===== config.mk =====
export PLATFORM = sky130hd
export DESIGN_NAME = rect_addr_gen
export DESIGN_NICKNAME = d
export VERILOG_FILES = /design/src/rtl/classifier_pkg.sv /design/src/rtl/rect_corner_calc.sv /design/src/rtl/rect_addr_gen.sv
export SDC_FILE = /design/constraint.sdc
export NUM_CORES = 1
export LEC_CHECK = 0
export CORE_MARGIN = 4
export CORE_UTILIZATION = 40
export DETAILED_ROUTE_END_ITERATION = 12
export GPL_TIMING_DRIVEN = 0
export RECOVER_POWER = 100
export SYNTH_ARGS = -nofsm -noshare
export SYNTH_HDL_FRONTEND = slang
export SYNTH_HIERARCHICAL = 1
export SYNTH_SLANG_ARGS = --single-unit

===== constraint.sdc =====
create_clock -name clk -period 11.7 [get_ports clk]
set_input_delay 1.17 -clock clk [delete_from_list [all_inputs] [get_ports clk]]
set_output_delay 1.17 -clock clk [all_outputs]
set_load 0.02 [all_outputs]

===== src/rtl/classifier_pkg.sv =====
// Shared constants and enumerations for the cascade-classifier rectangle address path.
package classifier_pkg;

  localparam int W_RECT      = 5;
  localparam int W_RECT_ADDR = 14;
  localparam int W_ADDR      = 10;
  localparam int WIN_W       = 25;

  typedef enum logic [1:0] {FLD_X, FLD_Y, FLD_W, FLD_H} rect_field_t;

  typedef enum logic [1:0] {CRN_A, CRN_B, CRN_C, CRN_D} corner_t;

  typedef enum logic [2:0] {ST_IDLE, ST_REQ, ST_WAIT, ST_CALC, ST_EMIT} gen_state_t;

endpackage


===== src/rtl/rect_corner_calc.sv =====
// Combinational conversion of one rectangle (x,y,w,h) into its four integral-image
// corner addresses plus a flag for rectangles that leave the 24x24 window.
import classifier_pkg::*;

module rect_corner_calc (
  input  logic [W_RECT-1:0] x_i,
  input  logic [W_RECT-1:0] y_i,
  input  logic [W_RECT-1:0] w_i,
  input  logic [W_RECT-1:0] h_i,
  output logic [W_ADDR-1:0] a_o,
  output logic [W_ADDR-1:0] b_o,
  output logic [W_ADDR-1:0] c_o,
  output logic [W_ADDR-1:0] d_o,
  output logic              oob_o
);

  localparam int CW = W_ADDR + 2;
  localparam logic [W_RECT:0] LIMIT = (W_RECT + 1)'(WIN_W - 1);

  logic [CW-1:0]   x_e;
  logic [CW-1:0]   w_e;
  logic [CW-1:0]   row_top;
  logic [CW-1:0]   row_bot;
  logic [W_RECT:0] right_edge;
  logic [W_RECT:0] bottom_edge;

  assign x_e     = CW'(x_i);
  assign w_e     = CW'(w_i);
  assign row_top = CW'(y_i) * CW'(WIN_W);
  assign row_bot = (CW'(y_i) + CW'(h_i)) * CW'(WIN_W);

  // Sums are formed at full internal width and only truncated at the port.
  assign a_o = W_ADDR'(row_top + x_e);
  assign b_o = W_ADDR'(row_top + x_e + w_e);
  assign c_o = W_ADDR'(row_bot + x_e);
  assign d_o = W_ADDR'(row_bot + x_e + w_e);

  assign right_edge  = {1'b0, x_i} + {1'b0, w_i};
  assign bottom_edge = {1'b0, y_i} + {1'b0, h_i};
  assign oob_o       = (right_edge > LIMIT) || (bottom_edge > LIMIT);

endmodule


===== src/rtl/rect_addr_gen.sv =====
// Walks the rect memory one field read at a time and streams the A,B,C,D corner
// addresses of every rectangle to the integral-image window read port.
import classifier_pkg::*;

module rect_addr_gen #(
  parameter int N_RECT = 2913
) (
  input  logic                   clk,
  input  logic                   rst,
  input  logic                   start_i,
  output logic                   busy_o,
  output logic                   err_o,
  output logic                   mem_addr_valid_o,
  input  logic                   mem_addr_ready_i,
  output logic [W_RECT_ADDR-1:0] mem_addr_data_o,
  input  logic                   mem_data_valid_i,
  output logic                   mem_data_ready_o,
  input  logic [W_RECT-1:0]      mem_data_i,
  output logic                   addr_valid_o,
  input  logic                   addr_ready_i,
  output logic [W_ADDR-1:0]      addr_data_o,
  output logic [1:0]             addr_corner_o,
  output logic                   addr_last_o
);

  localparam int W_R = W_RECT_ADDR - 2;
  localparam logic [W_R-1:0] LAST_R = W_R'(N_RECT - 1);

  gen_state_t  state_q, state_d;
  logic [W_R-1:0] r_q, r_d;
  rect_field_t k_q, k_d;
  corner_t     crn_q, crn_d;
  logic        err_q, err_d;

  logic [W_RECT-1:0] fld_q [4];
  logic [W_ADDR-1:0] cr_q  [4];
  logic [W_ADDR-1:0] calc_a, calc_b, calc_c, calc_d;
  logic              calc_oob;

  rect_corner_calc u_calc (
    .x_i   (fld_q[FLD_X]),
    .y_i   (fld_q[FLD_Y]),
    .w_i   (fld_q[FLD_W]),
    .h_i   (fld_q[FLD_H]),
    .a_o   (calc_a),
    .b_o   (calc_b),
    .c_o   (calc_c),
    .d_o   (calc_d),
    .oob_o (calc_oob)
  );

  always_ff @(posedge clk) begin
    if (rst) begin
      state_q <= ST_IDLE;
      r_q     <= '0;
      k_q     <= FLD_X;
      crn_q   <= CRN_A;
      err_q   <= 1'b0;
    end else begin
      state_q <= state_d;
      r_q     <= r_d;
      k_q     <= k_d;
      crn_q   <= crn_d;
      err_q   <= err_d;
    end
  end

  // Only one field read is ever in flight: REQ issues it, WAIT collects it.
  always_comb begin
    state_d = state_q;
    r_d     = r_q;
    k_d     = k_q;
    crn_d   = crn_q;
    err_d   = err_q;
    case (state_q)
      ST_IDLE: begin
        if (start_i) begin
          state_d = ST_REQ;
          r_d     = '0;
          k_d     = FLD_X;
          err_d   = 1'b0;
        end
      end
      ST_REQ: begin
        if (mem_addr_ready_i) state_d = ST_WAIT;
      end
      ST_WAIT: begin
        if (mem_data_valid_i) begin
          if (k_q == FLD_H) begin
            state_d = ST_CALC;
          end else begin
            k_d     = rect_field_t'(k_q + 2'd1);
            state_d = ST_REQ;
          end
        end
      end
      ST_CALC: begin
        state_d = ST_EMIT;
        crn_d   = CRN_A;
        if (calc_oob) err_d = 1'b1;
      end
      ST_EMIT: begin
        if (addr_ready_i) begin
          if (crn_q == CRN_D) begin
            k_d = FLD_X;
            if (r_q == LAST_R) begin
              state_d = ST_IDLE;
              r_d     = '0;
            end else begin
              state_d = ST_REQ;
              r_d     = r_q + W_R'(1);
            end
          end else begin
            crn_d = corner_t'(crn_q + 2'd1);
          end
        end
      end
      default: state_d = ST_IDLE;
    endcase
  end

  always_ff @(posedge clk) begin
    if (rst) begin
      for (int i = 0; i < 4; i++) fld_q[i] <= '0;
    end else if (state_q == ST_WAIT && mem_data_valid_i) begin
      fld_q[k_q] <= mem_data_i;
    end
  end

  // Corners are frozen in CALC so addr_data stays stable however long EMIT stalls.
  always_ff @(posedge clk) begin
    if (rst) begin
      for (int i = 0; i < 4; i++) cr_q[i] <= '0;
    end else if (state_q == ST_CALC) begin
      cr_q[CRN_A] <= calc_a;
      cr_q[CRN_B] <= calc_b;
      cr_q[CRN_C] <= calc_c;
      cr_q[CRN_D] <= calc_d;
    end
  end

  assign busy_o           = (state_q != ST_IDLE);
  assign err_o            = err_q;
  assign mem_addr_valid_o = (state_q == ST_REQ);
  assign mem_addr_data_o  = {r_q, k_q};
  assign mem_data_ready_o = (state_q == ST_WAIT);
  assign addr_valid_o     = (state_q == ST_EMIT);
  assign addr_data_o      = cr_q[crn_q];
  assign addr_corner_o    = crn_q;
  assign addr_last_o      = (state_q == ST_EMIT) && (crn_q == CRN_D) && (r_q == LAST_R);

endmodule


==> results_dict.tcl <==
set metrics [dict create \
    outcome "finished with violations" \
    violations "capacitance limit, slew limit" \
    worst-setup-path-type "flop to flop" \
    grt_util_met3_pct 3.32 \
    core_region_area_sq_um 14500 \
    max_freq_mhz 197 \
    netlist_area_sq_um 5920 \
    post_synth_num_cell_types 62 \
    initial_utilization_pct 40.8 \
    synth-async-reset-ratio_pct 0 \
    insertion_delay_ns 0.34 \
    seq_area_frac_synth_pct 37.8 \
    syn_avg_cell_area_sq_um 10.9 \
    globalRoute.totalOverflow 0 \
    critPathArrivalTime_ns 5.17 \
    path_max_fanout 5 \
    critPathRequiredTime_ns 11.79 \
    drt-initial-drc-count 115 \
    root_buffer "clkbuf_16" \
    final_cell_mix "ha_1, edfxtp_1, and2_0, inv_1" \
    n_antenna_cell 0 \
    endpoint_kind "flop" \
    std_cell_rows 44 \
    syn-instance-count 542 \
    post-route-drc-count 0 \
    cts_hold_repair.buffers 0 \
    crit_path_start_kind "flop" \
    cts-root-to-sink-buffers 2 \
    fin_total_pwr_mw 0.891 \
    vdd_drop_max_uv 76.4 \
    drt-vias-per-instance 5.16 \
    drt-pass1-iter-count 4 \
    final.min_clock_period_ns 5.08 \
    ys_ff_latch 82 \
    ys.flop_type "edfxtp_1" \
    grt_start_max_net_pins 41 \
    cts_tree "yes" \
    mappedNetlistNets 647 \
    timing.final.hold_violations 0 \
    boundaryPins 43 \
    die_width_um 130 \
    per_cell_routed_wire_length_um 15.3 \
    post_cts_resized 0 \
    max_slew_violation_total_from_the_final_report 41 \
    clock-sinks 82 \
    globalplace.congestion 0.845 \
    instance_count_after_placement_with_tap_cells_included 767 \
    number_of_synthesized_flops_with_an_enable_pin 60 \
    synthesis.yosys.warnings 6 \
    worstMarginPinSlew_ns 1.85 \
    final_layout_size_suffix_gt1_share_pct 6.18 \
    port_buffers 41 \
    wirelength_um 11900 \
    part_of_the_cycle_the_worst_path_needs_pct 43.4 \
    vias 4038 \
    number_of_routed_nets_with_antenna_violations 0 \
    worstHoldPathType "flop to flop" \
    worst_relative_slew_slack_pct -23.0 \
    count_of_non_filler_cells_in_the_finished_layout 783 \
    cellLeakagePower_nw 2.92 \
    p_per_area_nw_per_um2 131 \
    cts_setup_buffers 0 \
    setup_tns_after_final_layout_ns 0 \
    skew_ns 0.00629 \
    gr-max-usage-layer "met2" \
    max_cap_violations 1 \
    finish.net_count 699 \
    die_area_sq_um 16800 \
    grt_pass1_vias 4253 \
    total_global_route_track_usage_pct 15.4 \
    grt_use_met1_pct 20.0 \
    globalRouteMet2Util_pct 25.9 \
    detailed_place_hpwl_um 9310 \
    global_route_wire_length_before_repair_um 20500 \
    grt_antenna_before_repair 0 \
    clkSlewWorstSetupHoldPaths_ns 0.06 \
    cts_made_buffers 9 \
    rsz0062_at_grt "false" \
    report.final.setup_viol 0 \
    die_height_um 130 \
    layout.core_utilization_pct 46.9 \
    htree_num_levels 3 \
    synthToLayoutAreaGrowth_pct 15.1 \
    most_common_library_cell_in_the_layout_ignoring_fill_and_taps "ha_1" \
]
critical path, cell delays in order, from the launching register on:
cell and delay [ns]:
edfxtp_1 0.49, ha_1 0.27, fa_1 0.42, a21o_1 0.21, a21oi_1 0.18, xnor2_1 0.25, ha_1 0.32, ha_1 0.34
fa_1 0.49, ha_1 0.37, xor2_1 0.20, ha_1 0.34, nand2_1 0.06, o21ai_0 0.27, and3_1 0.26, nand3_1 0.10
xnor2_1 0.14, and2_0 0.14
cell usage after synthesis (all sizes together) (2+ instances only):
library cell | instances | area, sq um
buf | 6 | 35.0
o21a | 2 | 15.0
nand2 | 17 | 63.8
and4 | 3 | 26.3
and3 | 2 | 12.5
o21bai | 4 | 30.0
dfxtp | 22 | 440
a31oi | 4 | 25.0
nor2 | 24 | 95.1
a2111oi | 2 | 17.5
nor3 | 2 | 15.0
nor2b | 3 | 18.8
nor4 | 2 | 12.5
nand2b | 6 | 45.0
a211oi | 3 | 22.5
mux4 | 10 | 225
nand3b | 5 | 37.5
and3b | 2 | 17.5
xnor2 | 30 | 293
inv | 46 | 173
and2 | 63 | 394
xor2 | 10 | 95.1
nor3b | 5 | 52.6
nand3 | 16 | 85.1
a21o | 12 | 90.1
o21ai | 15 | 75.1
ha | 83 | 1040
or3 | 3 | 18.8
a21oi | 35 | 190
nand4 | 4 | 25.0
clkbuf | 7 | 26.3
o31ai | 3 | 22.5
fa | 11 | 220
or2 | 5 | 31.3
or4 | 2 | 15.0
or3b | 2 | 17.5
edfxtp | 60 | 1800
path summary, 6_finish.rpt:
kind	start	endpoint	slack, ns	cells after the start
worst min register to register	r_q[11]	r_q[11]	0.51	2
worst max register to register	fld_q[1][0]	cr_q[3][9]	6.62	17
worst max-delay path	fld_q[1][0]	cr_q[3][9]	6.62	17
worst min-delay path	r_q[11]	r_q[11]	0.51	2
area by class of cell:
cell class / count / area, sq um
inverters: 46 / 173
well taps: 184 / 230
repair buffers: 41 / 410
flip-flops and latches: 82 / 2240
plain buffers: 13 / 60.1
clock buffers: 11 / 233
multi-input cells: 401 / 3390
clock inverters: 5 / 78.8
fillers: 1394 / 7710
per-layer routing:
metal / vias up / share of wire, % / routed length (um)
li1: 2038 / - / -
met1: 1900 / 47 / 5670
met2: 83 / 47 / 5610
met3: 17 / 3.5 / 418
met4: 0 / 2.1 / 250
met5: - / 0 / 0
registers in the layout, indices dropped and copies added, names as in the netlist, named ones only:
signal and flops:
cr_q 40, state_q 3, err_o 1, fld_q 20
addr_corner_o 2, r_q 12, k_q 2
where the power goes:
group | internal (mW) | switching, mW | total (mW)
registers | 0.324 | 0.00731 | 0.332
logic | 0.113 | 0.148 | 0.261
clock network | 0.187 | 0.112 | 0.299
total | 0.624 | 0.267 | 0.891
metrics by stage:
step / cell area, sq um / hold slack, ns / worst slack (ns)
3_5_place_dp: 6570 / 0.506 / 6.63
5_1_grt: 6820 / 0.564 / 6.34
2_1_floorplan: 5920 / 0.566 / 7.10
6_report: 6820 / 0.515 / 6.62
4_1_cts: 6880 / 0.519 / 6.59
3_3_place_gp: 6570 / 0.499 / 6.70
cells by family after synthesis:
family | share of synthesized area [%]
AO/OA/AOI/OAI | 9.31
XOR/XNOR | 6.55
adder cells (fa/ha/maj) | 21.2
buffers and inverters | 3.95
flip-flops | 37.8
multiplexers | 4.16
AND/OR/NAND/NOR | 16.9
Power figures use the tool's default switching activity.
